--- src/rtl/rp_pio_cpl_tracker_pkg.sv ---
// Shared types, completion status codes and SysError/Status bit positions
// for the root-port PIO completion tracker.
package rp_pio_cpl_tracker_pkg;

    typedef enum logic [1:0] {
        PIO_CFG = 2'd0,
        PIO_IO  = 2'd1,
        PIO_MEM = 2'd2
    } pio_type_e;

    typedef enum logic [1:0] {
        ERR_UR  = 2'd0,
        ERR_CA  = 2'd1,
        ERR_CTO = 2'd2
    } err_kind_e;

    localparam logic [2:0] CPL_SC = 3'b000;
    localparam logic [2:0] CPL_UR = 3'b001;
    localparam logic [2:0] CPL_CA = 3'b100;

    localparam int ERR_CFG_UR  = 0;
    localparam int ERR_CFG_CA  = 1;
    localparam int ERR_CFG_CTO = 2;
    localparam int ERR_IO_UR   = 8;
    localparam int ERR_IO_CA   = 9;
    localparam int ERR_IO_CTO  = 10;
    localparam int ERR_MEM_UR  = 16;
    localparam int ERR_MEM_CA  = 17;
    localparam int ERR_MEM_CTO = 18;

    // The reserved request type is tracked as a memory request.
    function automatic pio_type_e decode_type(logic [1:0] raw);
        return (raw == 2'd3) ? PIO_MEM : pio_type_e'(raw);
    endfunction

    function automatic logic [31:0] err_bit(pio_type_e t, err_kind_e k);
        int pos;
        case (t)
            PIO_CFG: pos = (k == ERR_UR) ? ERR_CFG_UR : (k == ERR_CA) ? ERR_CFG_CA : ERR_CFG_CTO;
            PIO_IO:  pos = (k == ERR_UR) ? ERR_IO_UR  : (k == ERR_CA) ? ERR_IO_CA  : ERR_IO_CTO;
            default: pos = (k == ERR_UR) ? ERR_MEM_UR : (k == ERR_CA) ? ERR_MEM_CA : ERR_MEM_CTO;
        endcase
        return 32'd1 << pos;
    endfunction

endpackage

--- src/rtl/rp_pio_cpl_tracker_if.sv ---
// Request/completion/error bundle between the root-port PIO issuer (master)
// and the completion tracker (slave).
interface rp_pio_cpl_tracker_if #(
    parameter int NUM_TAGS = 8
);
    localparam int TAG_W = $clog2(NUM_TAGS);

    // A request transfers on any cycle where req_valid && req_ready; req_tag
    // names the slot it lands in. Completions have no back-pressure.
    logic             req_valid;
    logic [1:0]       req_type;
    logic             req_ready;
    logic [TAG_W-1:0] req_tag;
    logic             cpl_valid;
    logic [TAG_W-1:0] cpl_tag;
    logic [2:0]       cpl_status;
    logic             err_we;
    logic [31:0]      err_wdata;
    logic             unexp_cpl;
    logic [TAG_W:0]   outstanding;

    modport master (
        output req_valid, req_type, cpl_valid, cpl_tag, cpl_status,
        input  req_ready, req_tag, err_we, err_wdata, unexp_cpl, outstanding
    );

    modport slave (
        input  req_valid, req_type, cpl_valid, cpl_tag, cpl_status,
        output req_ready, req_tag, err_we, err_wdata, unexp_cpl, outstanding
    );

endinterface

--- src/rtl/rp_pio_tag_entry.sv ---
// One outstanding-request slot: valid flag, request type and a saturating
// age in timeout ticks, with the timeout compare against TIMEOUT_TICKS.
module rp_pio_tag_entry
    import rp_pio_cpl_tracker_pkg::*;
#(
    parameter int TIMEOUT_TICKS = 100
) (
    input  logic      clk,
    input  logic      rst,
    input  logic      tick_i,
    input  logic      alloc_i,
    input  pio_type_e type_i,
    input  logic      free_i,
    output logic      valid_o,
    output pio_type_e type_o,
    output logic      timeout_o
);

    localparam logic [7:0] TMO_AGE = 8'(TIMEOUT_TICKS);

    logic      valid_q, valid_d;
    pio_type_e type_q, type_d;
    logic [7:0] age_q, age_d;

    always_comb begin
        valid_d = valid_q;
        type_d  = type_q;
        age_d   = age_q;
        if (free_i) begin
            valid_d = 1'b0;
        end else if (alloc_i) begin
            valid_d = 1'b1;
            type_d  = type_i;
            age_d   = 8'd0;
        end else if (valid_q && tick_i && (age_q != 8'hFF)) begin
            age_d = age_q + 8'd1;
        end
    end

    always_ff @(posedge clk) begin
        if (rst) begin
            valid_q <= 1'b0;
            type_q  <= PIO_CFG;
            age_q   <= 8'd0;
        end else begin
            valid_q <= valid_d;
            type_q  <= type_d;
            age_q   <= age_d;
        end
    end

    assign valid_o   = valid_q;
    assign type_o    = type_q;
    assign timeout_o = valid_q && (age_q >= TMO_AGE);

endmodule

--- src/rtl/rp_pio_cpl_tracker.sv ---
// Root-port non-posted PIO completion tracker: tag allocation, completion
// matching, completion timeout and SysError/Status error reporting.
module rp_pio_cpl_tracker
    import rp_pio_cpl_tracker_pkg::*;
#(
    parameter int NUM_TAGS      = 8,
    parameter int TICK_DIV      = 16,
    parameter int TIMEOUT_TICKS = 100
) (
    input logic                 clk,
    input logic                 rst,
    rp_pio_cpl_tracker_if.slave bus
);

    localparam int TAG_W = $clog2(NUM_TAGS);
    localparam int PRE_W = (TICK_DIV > 1) ? $clog2(TICK_DIV) : 1;
    localparam logic [PRE_W-1:0] PRE_LAST = PRE_W'(TICK_DIV - 1);

    logic [PRE_W-1:0]    presc_q, presc_d;
    logic                tick;

    logic [NUM_TAGS-1:0] valid_v, timeout_v, alloc_v, free_v;
    pio_type_e           type_v [NUM_TAGS];

    logic                any_free;
    logic [TAG_W-1:0]    free_tag;
    logic [TAG_W:0]      count;
    logic                accept;
    logic                cpl_hit;
    pio_type_e           req_type_dec;

    logic [31:0]         err_d, err_wdata_q;
    logic                err_we_q;
    logic                unexp_d, unexp_q;

    assign tick    = (presc_q == PRE_LAST);
    assign presc_d = tick ? '0 : presc_q + PRE_W'(1);

    // Allocation sees only registered valid bits, so a slot freed this
    // cycle becomes allocatable on the next one.
    always_comb begin
        any_free = 1'b0;
        free_tag = '0;
        for (int i = NUM_TAGS - 1; i >= 0; i--) begin
            if (!valid_v[i]) begin
                any_free = 1'b1;
                free_tag = TAG_W'(i);
            end
        end
    end

    always_comb begin
        count = '0;
        for (int i = 0; i < NUM_TAGS; i++) begin
            count = count + (TAG_W + 1)'(valid_v[i]);
        end
    end

    assign accept       = bus.req_valid && any_free;
    assign alloc_v      = accept ? (NUM_TAGS'(1) << free_tag) : '0;
    assign req_type_dec = decode_type(bus.req_type);
    assign cpl_hit      = bus.cpl_valid && valid_v[bus.cpl_tag];
    assign unexp_d      = bus.cpl_valid && !valid_v[bus.cpl_tag];

    // A completion landing on the same cycle as its slot's timeout wins.
    always_comb begin
        err_d  = '0;
        free_v = timeout_v;
        if (cpl_hit) begin
            free_v[bus.cpl_tag] = 1'b1;
            case (bus.cpl_status)
                CPL_SC:  ;
                CPL_UR:  err_d = err_d | err_bit(type_v[bus.cpl_tag], ERR_UR);
                CPL_CA:  err_d = err_d | err_bit(type_v[bus.cpl_tag], ERR_CA);
                default: err_d = err_d | err_bit(type_v[bus.cpl_tag], ERR_UR);
            endcase
        end
        for (int i = 0; i < NUM_TAGS; i++) begin
            if (timeout_v[i] && !(cpl_hit && (bus.cpl_tag == TAG_W'(i)))) begin
                err_d = err_d | err_bit(type_v[i], ERR_CTO);
            end
        end
    end

    for (genvar g = 0; g < NUM_TAGS; g++) begin : g_entry
        rp_pio_tag_entry #(
            .TIMEOUT_TICKS(TIMEOUT_TICKS)
        ) u_entry (
            .clk      (clk),
            .rst      (rst),
            .tick_i   (tick),
            .alloc_i  (alloc_v[g]),
            .type_i   (req_type_dec),
            .free_i   (free_v[g]),
            .valid_o  (valid_v[g]),
            .type_o   (type_v[g]),
            .timeout_o(timeout_v[g])
        );
    end

    always_ff @(posedge clk) begin
        if (rst) begin
            presc_q     <= '0;
            err_we_q    <= 1'b0;
            err_wdata_q <= '0;
            unexp_q     <= 1'b0;
        end else begin
            presc_q     <= presc_d;
            err_we_q    <= |err_d;
            err_wdata_q <= err_d;
            unexp_q     <= unexp_d;
        end
    end

    assign bus.req_ready   = any_free;
    assign bus.req_tag     = free_tag;
    assign bus.outstanding = count;
    assign bus.err_we      = err_we_q;
    assign bus.err_wdata   = err_wdata_q;
    assign bus.unexp_cpl   = unexp_q;

endmodule

--- src/flat_wrapper.sv ---
// flat-port wrapper written by rule: the top's interface ports become plain ports
module rp_pio_cpl_tracker_flat import rp_pio_cpl_tracker_pkg::*;
#(
    parameter int NUM_TAGS      = 8,
    parameter int TICK_DIV      = 16,
    parameter int TIMEOUT_TICKS = 100
)
  (clk, rst, bus_req_valid, bus_req_type, bus_cpl_valid, bus_cpl_tag, bus_cpl_status, bus_req_ready, bus_req_tag, bus_err_we, bus_err_wdata, bus_unexp_cpl, bus_outstanding);
  rp_pio_cpl_tracker_if #(.NUM_TAGS(NUM_TAGS)) bus_i ();
  input logic clk;
  input logic rst;
  input wire logic [$bits(bus_i.req_valid)-1:0] bus_req_valid;
  input wire logic [$bits(bus_i.req_type)-1:0] bus_req_type;
  input wire logic [$bits(bus_i.cpl_valid)-1:0] bus_cpl_valid;
  input wire logic [$bits(bus_i.cpl_tag)-1:0] bus_cpl_tag;
  input wire logic [$bits(bus_i.cpl_status)-1:0] bus_cpl_status;
  output wire logic [$bits(bus_i.req_ready)-1:0] bus_req_ready;
  output wire logic [$bits(bus_i.req_tag)-1:0] bus_req_tag;
  output wire logic [$bits(bus_i.err_we)-1:0] bus_err_we;
  output wire logic [$bits(bus_i.err_wdata)-1:0] bus_err_wdata;
  output wire logic [$bits(bus_i.unexp_cpl)-1:0] bus_unexp_cpl;
  output wire logic [$bits(bus_i.outstanding)-1:0] bus_outstanding;
  assign bus_i.req_valid = bus_req_valid;
  assign bus_i.req_type = bus_req_type;
  assign bus_i.cpl_valid = bus_cpl_valid;
  assign bus_i.cpl_tag = bus_cpl_tag;
  assign bus_i.cpl_status = bus_cpl_status;
  assign bus_req_ready = bus_i.req_ready;
  assign bus_req_tag = bus_i.req_tag;
  assign bus_err_we = bus_i.err_we;
  assign bus_err_wdata = bus_i.err_wdata;
  assign bus_unexp_cpl = bus_i.unexp_cpl;
  assign bus_outstanding = bus_i.outstanding;
  rp_pio_cpl_tracker #(.NUM_TAGS(NUM_TAGS), .TICK_DIV(TICK_DIV), .TIMEOUT_TICKS(TIMEOUT_TICKS)) u_core (.clk(clk), .rst(rst), .bus(bus_i));
endmodule
--- config.mk ---
export PLATFORM = sky130hd
export DESIGN_NAME = rp_pio_cpl_tracker_flat
export DESIGN_NICKNAME = d
export VERILOG_FILES = /design/src/rtl/rp_pio_cpl_tracker_pkg.sv /design/src/rtl/rp_pio_cpl_tracker_if.sv /design/src/rtl/rp_pio_tag_entry.sv /design/src/rtl/rp_pio_cpl_tracker.sv /design/src/flat_wrapper.sv
export SDC_FILE = /design/constraint.sdc
export NUM_CORES = 1
export LEC_CHECK = 0
export CORE_MARGIN = 4
export CORE_UTILIZATION = 40
export DETAILED_ROUTE_END_ITERATION = 10
export PLACE_DENSITY = 0.63
export SYNTH_ARGS = -nofsm -noshare
export SYNTH_HDL_FRONTEND = slang
export SYNTH_SLANG_ARGS = --single-unit
--- constraint.sdc ---
create_clock -name clk -period 4.55 [get_ports clk]
set_clock_uncertainty 0.05 [all_clocks]
set_input_delay 0.91 -clock clk [delete_from_list [all_inputs] [get_ports clk]]
set_output_delay 0.91 -clock clk [all_outputs]
set_load 0.1 [all_outputs]
==> results of run 1 <==
cell families after synthesis:
kind of cell,after synthesis,synth area share
other cells,1,0.0006793
fa+ha+maj,24,0.05984
flops,106,0.3844
mux,24,0.05825
xor+xnor,33,0.05236
simple gates,272,0.2554
buf+inv,81,0.07457
compound gates,92,0.1145
state kept, by name, summed over array words and instances (netlist names):
| register | flops |
|---|---|
| u_core.g_entry.u_entry.age_q | 64 |
| u_core.g_entry.u_entry.valid_o | 8 |
| u_core.presc_q | 4 |
| u_core.g_entry.u_entry.type_o | 16 |
| u_core.bus.err_wdata | 12 |
| u_core.bus.unexp_cpl | 1 |
| u_core.bus.err_we | 1 |
cells in the mapped netlist (7+ instances only):
master and count:
or3_1 9, nand3_1 15, dfxtp_1 106, buf_2 7
nand2b_1 9, mux2i_1 16, a21oi_1 36, nand2_1 48
o21ai_0 10, nor3b_1 7, xnor2_1 13, nor2_1 98
xor2_1 20, buf_4 20, ha_1 20, inv_1 35
nor4_1 9, a211oi_1 7, nand4_1 11, nor3_1 12
a31oi_1 8, clkbuf_1 12, and3_1 7
cell type report:
type | count | area, um^2
fill | 1275 | 7199
multi-input combinational | 468 | 3077
tap | 176 | 220.2
inverter | 35 | 131.4
sequential | 106 | 2122
timing repair buffer | 37 | 380.4
clock buffer | 10 | 229.0
clock inverter | 6 | 41.29
layer usage:
layer  routed length (um)  vias up  GRT usage  share of wire
met4                  238        0    0.06122          0.020
met5                    0        -          0              0
met2                 5617       57     0.2555           0.48
met3                  421       16    0.03966          0.036
li1                     -     2205          -              -
met1                 5432     2053     0.1923           0.46
power groups by stage:
stage | logic [mW] | registers, mW | clock network [mW]
after floorplan | 0.164 | 0.976 | 0
after global placement | 0.203 | 0.961 | 0
after detailed placement | 0.205 | 0.962 | 0
after CTS | 0.205 | 0.940 | 0.751
after global routing | 0.217 | 0.941 | 0.775
final | 0.205 | 0.941 | 0.720
path summary, 6_finish.rpt:
kind | end | slack (ns) | start | cells past startpoint
min reg2reg | u_core.g_entry[5].u_entry.age_q[7] | 0.38 | u_core.g_entry[5].u_entry.age_q[7] | 2
max reg2reg | u_core.g_entry[6].u_entry.age_q[0] | 1.96 | u_core.g_entry[0].u_entry.valid_o | 7
max | bus_outstanding[1] | 0.27 | u_core.g_entry[0].u_entry.valid_o | 10
min | u_core.g_entry[5].u_entry.age_q[7] | 0.38 | u_core.g_entry[5].u_entry.age_q[7] | 2
critical path, delay by kind of cell (launching register included):
family / cells / cell delay [ns]
adder cells (fa/ha/maj): 5 / 2.17
flip-flops: 1 / 0.33
buffers and inverters: 5 / 0.46
metrics by stage:
| stage | std cells | worst slack (ns) | hold slack (ns) | util |
|---|---|---|---|---|
| 6_report | 838 | 0.2723 | 0.3787 | 0.4627 |
| 3_3_place_gp | 822 | 0.6630 | 0.3665 | 0.4426 |
| 5_1_grt | 838 | 0.1373 | 0.4017 | 0.4627 |
| 2_1_floorplan | 655 | 0.3603 | 0.3578 | - |
| 4_1_cts | 838 | 0.2359 | 0.3819 | 0.4627 |
| 3_5_place_dp | 822 | 0.6409 | 0.3713 | 0.4426 |
==> flow_summary.yaml, run 1 <==
run_status:
  status: "finished clean"
pwr:
  power_mw: 1.866
  internal_power_mw: 1.349
  peakVddDrop_uv: 188.5
  seqPwrFrac: 0.504
  comb_power_share: 0.110
  p_leak_nw: 2.249
  p_clk_frac: 0.386
  p_sw_frac: 0.2767
  switching_power_uw: 516.3
  powerDensity_nw_per_um2: 300.9
finish:
  nNetsFinal: 693
  antenna_cells: 0
  layout_common_cells: "dfxtp_1 (106), nor2_1 (98), nand2_1 (48), a21oi_1 (36), inv_1 (35)"
  fin_area_um2: 6201
  drive_above_1_share: 0.08610
  final_common_cell: "dfxtp_1"
  syn_to_final_growth_pct: 12.33
synth:
  yosysTopAreaCell: "dfxtp_1"
  syn_area_per_cell_um2: 8.721
  yosysUniqueCellTypes: 68
  ys_seq_area_frac: 0.3844
  async_flop_share: 0
  synth_top_area_frac: 0.3844
  syn_inst: 633
  synth-edff-count: 0
  synth_area_um2: 5520
  ys_seq_elements: 106
  ys_top_cells_by_area: "dfxtp_1 (38%), nor2_1 (6.7%), ha_1 (4.5%)"
  synth-main-ff-cell: "dfxtp_1"
  yosys_warnings: 0
global_route:
  grt_pass1_wl_um: 20060
  grt_usage: 0.1544
  grt_remaining_overflow: 0
  first_global_vias: 4184
  grt_max_degree: 52
  antenna_found_initial: 0
timing:
  rsz0062_at_grt: "no"
  worst_pin_slew_ns: 0.9862
  fmax_mhz: 233.8
  final-hold-violation-count: 0
  timing.slew.headroom: 0.3405
  min_period_ns: 4.278
  setup_viol: 0
  timing.final.crit_share: 0.9402
  drv_slew: 0
  setup_tns_ns: 0
placement:
  io_buffers: 33
  finalWeightedCongestion: 0.8437
  place_hpwl_um: 8696
  place_area_um2: 5931
die:
  fp.coreArea_um2: 13400
  rows: 42
  dieArea_um2: 15740
  die_w_um: 125.5
  die_y_um: 125.5
  start_util: 0.4120
  boundaryPins: 54
worst_setup_path:
  path_class: "reg -> out"
  start_kind: "flop"
  cp_max_fo: 2
  cp_data_arrival_time_ns: 3.32
  worst_setup_path_end_kind: "output port"
  cpPeakStageDelay_ns: 0.55
  slowest_stage: "fa_1"
  crit_chain: "ha_1 > inv_1 > fa_1 > fa_1 > inv_1 > fa_1 > inv_1 > fa_1 > inv_1 > buf_12"
  crit_required_ns: 3.59
detailed_routing:
  vias_per_cell: 5.168
  initialDrtViolationCount: 211
  routedWlPerCell_um: 13.97
  drtAntennaViolNets: 0
  drc: 0
  num_vias: 4331
  firstDrtPassIters: 5
  totalWireLength_um: 11710
clocking:
  cts_root_buffer: "clkbuf_16"
  clk_latency_ns: 0.35
  cts_tree: "built"
  post_cts_resized: 0
  cts_setup_buffers: 0
  clk_path_buf_depth: 2
  clkTransAtPathRegs_ns: 0.07
  cts_hold_buf: 0
  htreeDepth: 3
  cts_made_buffers: 9
  cts_sinks: 106
flow_run:
  cap_violations: 0
worst_hold_path:
  hold_class: "reg -> reg"
Note: power is estimated with default switching activity, not from simulation.
==> run 2: changes to the inputs <==
--- a/config.mk
+++ b/config.mk
@@ -7,6 +7,7 @@
 export LEC_CHECK = 0
 export CORE_MARGIN = 4
 export CORE_UTILIZATION = 40
+export CTS_BUF_LIST = sky130_fd_sc_hd__clkbuf_8
 export DETAILED_ROUTE_END_ITERATION = 10
 export PLACE_DENSITY = 0.63
 export SYNTH_ARGS = -nofsm -noshare
==> run 2 against run 1 <==
Flip-flop and latch count is the same. First-iteration DRC count shrank 6.6%. Hold slack better by 0.0037 ns. Die area unchanged. Sequential share of layout area rose by 0.57 points. Setup slack worse by 0.055 ns. Combinational power about the same. Sequential power is essentially flat. Via count is essentially flat. Critical path type unchanged.
==> flow_summary.yaml, run 2 (synthesis gave the netlist of run 1 again) <==
timing:
  worst_pin_slew_ns: 0.9862
  rsz0062_at_grt: "no"
  layout_setup_ws_ns: 0.2171
  timing.slew.headroom: 0.3405
  final-hold-violation-count: 0
  min_period_ns: 4.333
  fmax_mhz: 230.8
  setup_viol: 0
  setup_tns_ns: 0
  timing.final.crit_share: 0.9523
  drv_slew: 0
clocking:
  cts_sinks: 106
  cts_setup_buffers: 0
  cts_hold_buf: 0
  htreeDepth: 3
  cts_made_buffers: 9
  clk_latency_ns: 0.39
  clkTransAtPathRegs_ns: 0.10
  cts_tree: "built"
  clk_path_buf_depth: 2
  cts_root_buffer: "clkbuf_8"
  post_cts_resized: 0
worst_setup_path:
  reg2reg_setup_slack_ns: 1.94
  reg2reg_to: "u_core.g_entry[6].u_entry.age_q[0]"
  crit_required_ns: 3.59
  r2r.worst_path.cells: 7
  cp_data_arrival_time_ns: 3.37
  cp_max_fo: 2
  worst_setup_path_end_kind: "output port"
  path_class: "reg -> out"
  start_kind: "flop"
  r2r_start: "u_core.g_entry[0].u_entry.valid_o"
run_status:
  status: "finished clean"
pwr:
  powerDensity_nw_per_um2: 274.0
  p_leak_nw: 2.207
  peakVddDrop_uv: 164.0
global_route:
  grt_max_degree: 52
  antenna_found_initial: 0
  grt_pass1_wl_um: 20020
  grt_usage: 0.1537
  first_global_vias: 4177
  grt_remaining_overflow: 0
placement:
  place_hpwl_um: 8696
  io_buffers: 33
  pre_cts_ws_ns: 0.6409
  finalWeightedCongestion: 0.8437
worst_hold_path:
  hp-start: "u_core.g_entry[5].u_entry.age_q[7]"
  hold_end: "u_core.g_entry[5].u_entry.age_q[7]"
  hold_class: "reg -> reg"
  holdPathStages: 2
detailed_routing:
  initialDrtViolationCount: 197
  drc: 0
  drtAntennaViolNets: 0
  num_vias: 4335
  totalWireLength_um: 11730
  vias_per_cell: 5.173
  firstDrtPassIters: 4
  routedWlPerCell_um: 14.00
die:
  start_util: 0.4120
  die_w_um: 125.5
  rows: 42
  dieArea_um2: 15740
  die_y_um: 125.5
  boundaryPins: 54
  fp.coreArea_um2: 13400
finish:
  final.fill_count: 1285
  largest_register_ffs: 64
  syn_to_final_growth_pct: 10.49
  nNetsFinal: 693
  top_register: "u_core.g_entry.u_entry.age_q"
  antenna_cells: 0
  layout_common_cells: "dfxtp_1 (106), nor2_1 (98), nand2_1 (48), inv_1 (36), a21oi_1 (36)"
  drive_above_1_share: 0.08610
  final_common_cell: "dfxtp_1"
flow_run:
  cap_violations: 0
[run 2: cell type report]
type	count	area, um^2	share of cell area
sequential	106	2122	0.3479
multi-input combinational	468	3077	0.5044
timing repair buffer	37	380.4	0.06236
tap	176	220.2	0.03610
inverter	35	131.4	0.02154
clock inverter	7	45.04	0.007385
clock buffer	9	123.9	0.02031
[run 2: through the flow]
| stage | utilization | area, um^2 | instances | power, mW | hold WS, ns |
|---|---|---|---|---|---|
| after global routing | 0.4552 | 6100 | 838 | 1.735 | 0.4066 |
| final | 0.4552 | 6100 | 838 | 1.671 | 0.3824 |
| after global placement | 0.4426 | 5931 | 822 | 1.165 | 0.3665 |
| after floorplan | - | 5610 | 655 | 1.141 | 0.3578 |
| after CTS | 0.4552 | 6100 | 838 | 1.695 | 0.3861 |
| after detailed placement | 0.4426 | 5931 | 822 | 1.167 | 0.3713 |
[run 2: how the worst max path moves through the flow]
stage / slack, ns / start / endpoint / cells past startpoint
floorplan: 0.36 / u_core.g_entry[1].u_entry.valid_o / bus_outstanding[3] / 8
finish: 0.22 / u_core.g_entry[0].u_entry.valid_o / bus_outstanding[1] / 10
detailed placement: 0.64 / u_core.g_entry[0].u_entry.valid_o / bus_outstanding[1] / 10
global route: 0.08 / u_core.g_entry[0].u_entry.valid_o / bus_outstanding[1] / 10
global placement: 0.66 / u_core.g_entry[1].u_entry.valid_o / bus_outstanding[1] / 10
CTS: 0.18 / u_core.g_entry[0].u_entry.valid_o / bus_outstanding[1] / 10
[run 2: power by group]
group	leakage, nW	internal, mW	switching (mW)
clock network	0.0828	0.197	0.328
registers	0.856	0.935	0.00599
logic	1.27	0.0432	0.162
[run 2: worst max-delay path, stage by stage, from the launching register on]
cell,delay (ns)
dfxtp_1,0.34
ha_1,0.27
inv_1,0.05
fa_1,0.51
fa_1,0.55
inv_1,0.05
fa_1,0.44
inv_1,0.08
fa_1,0.40
inv_1,0.10
buf_12,0.18
[run 2: routing by layer]
metal,GRT usage,vias to the layer above,routed length (um)
met5,0,-,0
met1,0.1921,2052,5364
met4,0.05166,0,223
li1,-,2203,-
met3,0.04350,16,477
met2,0.2555,64,5666
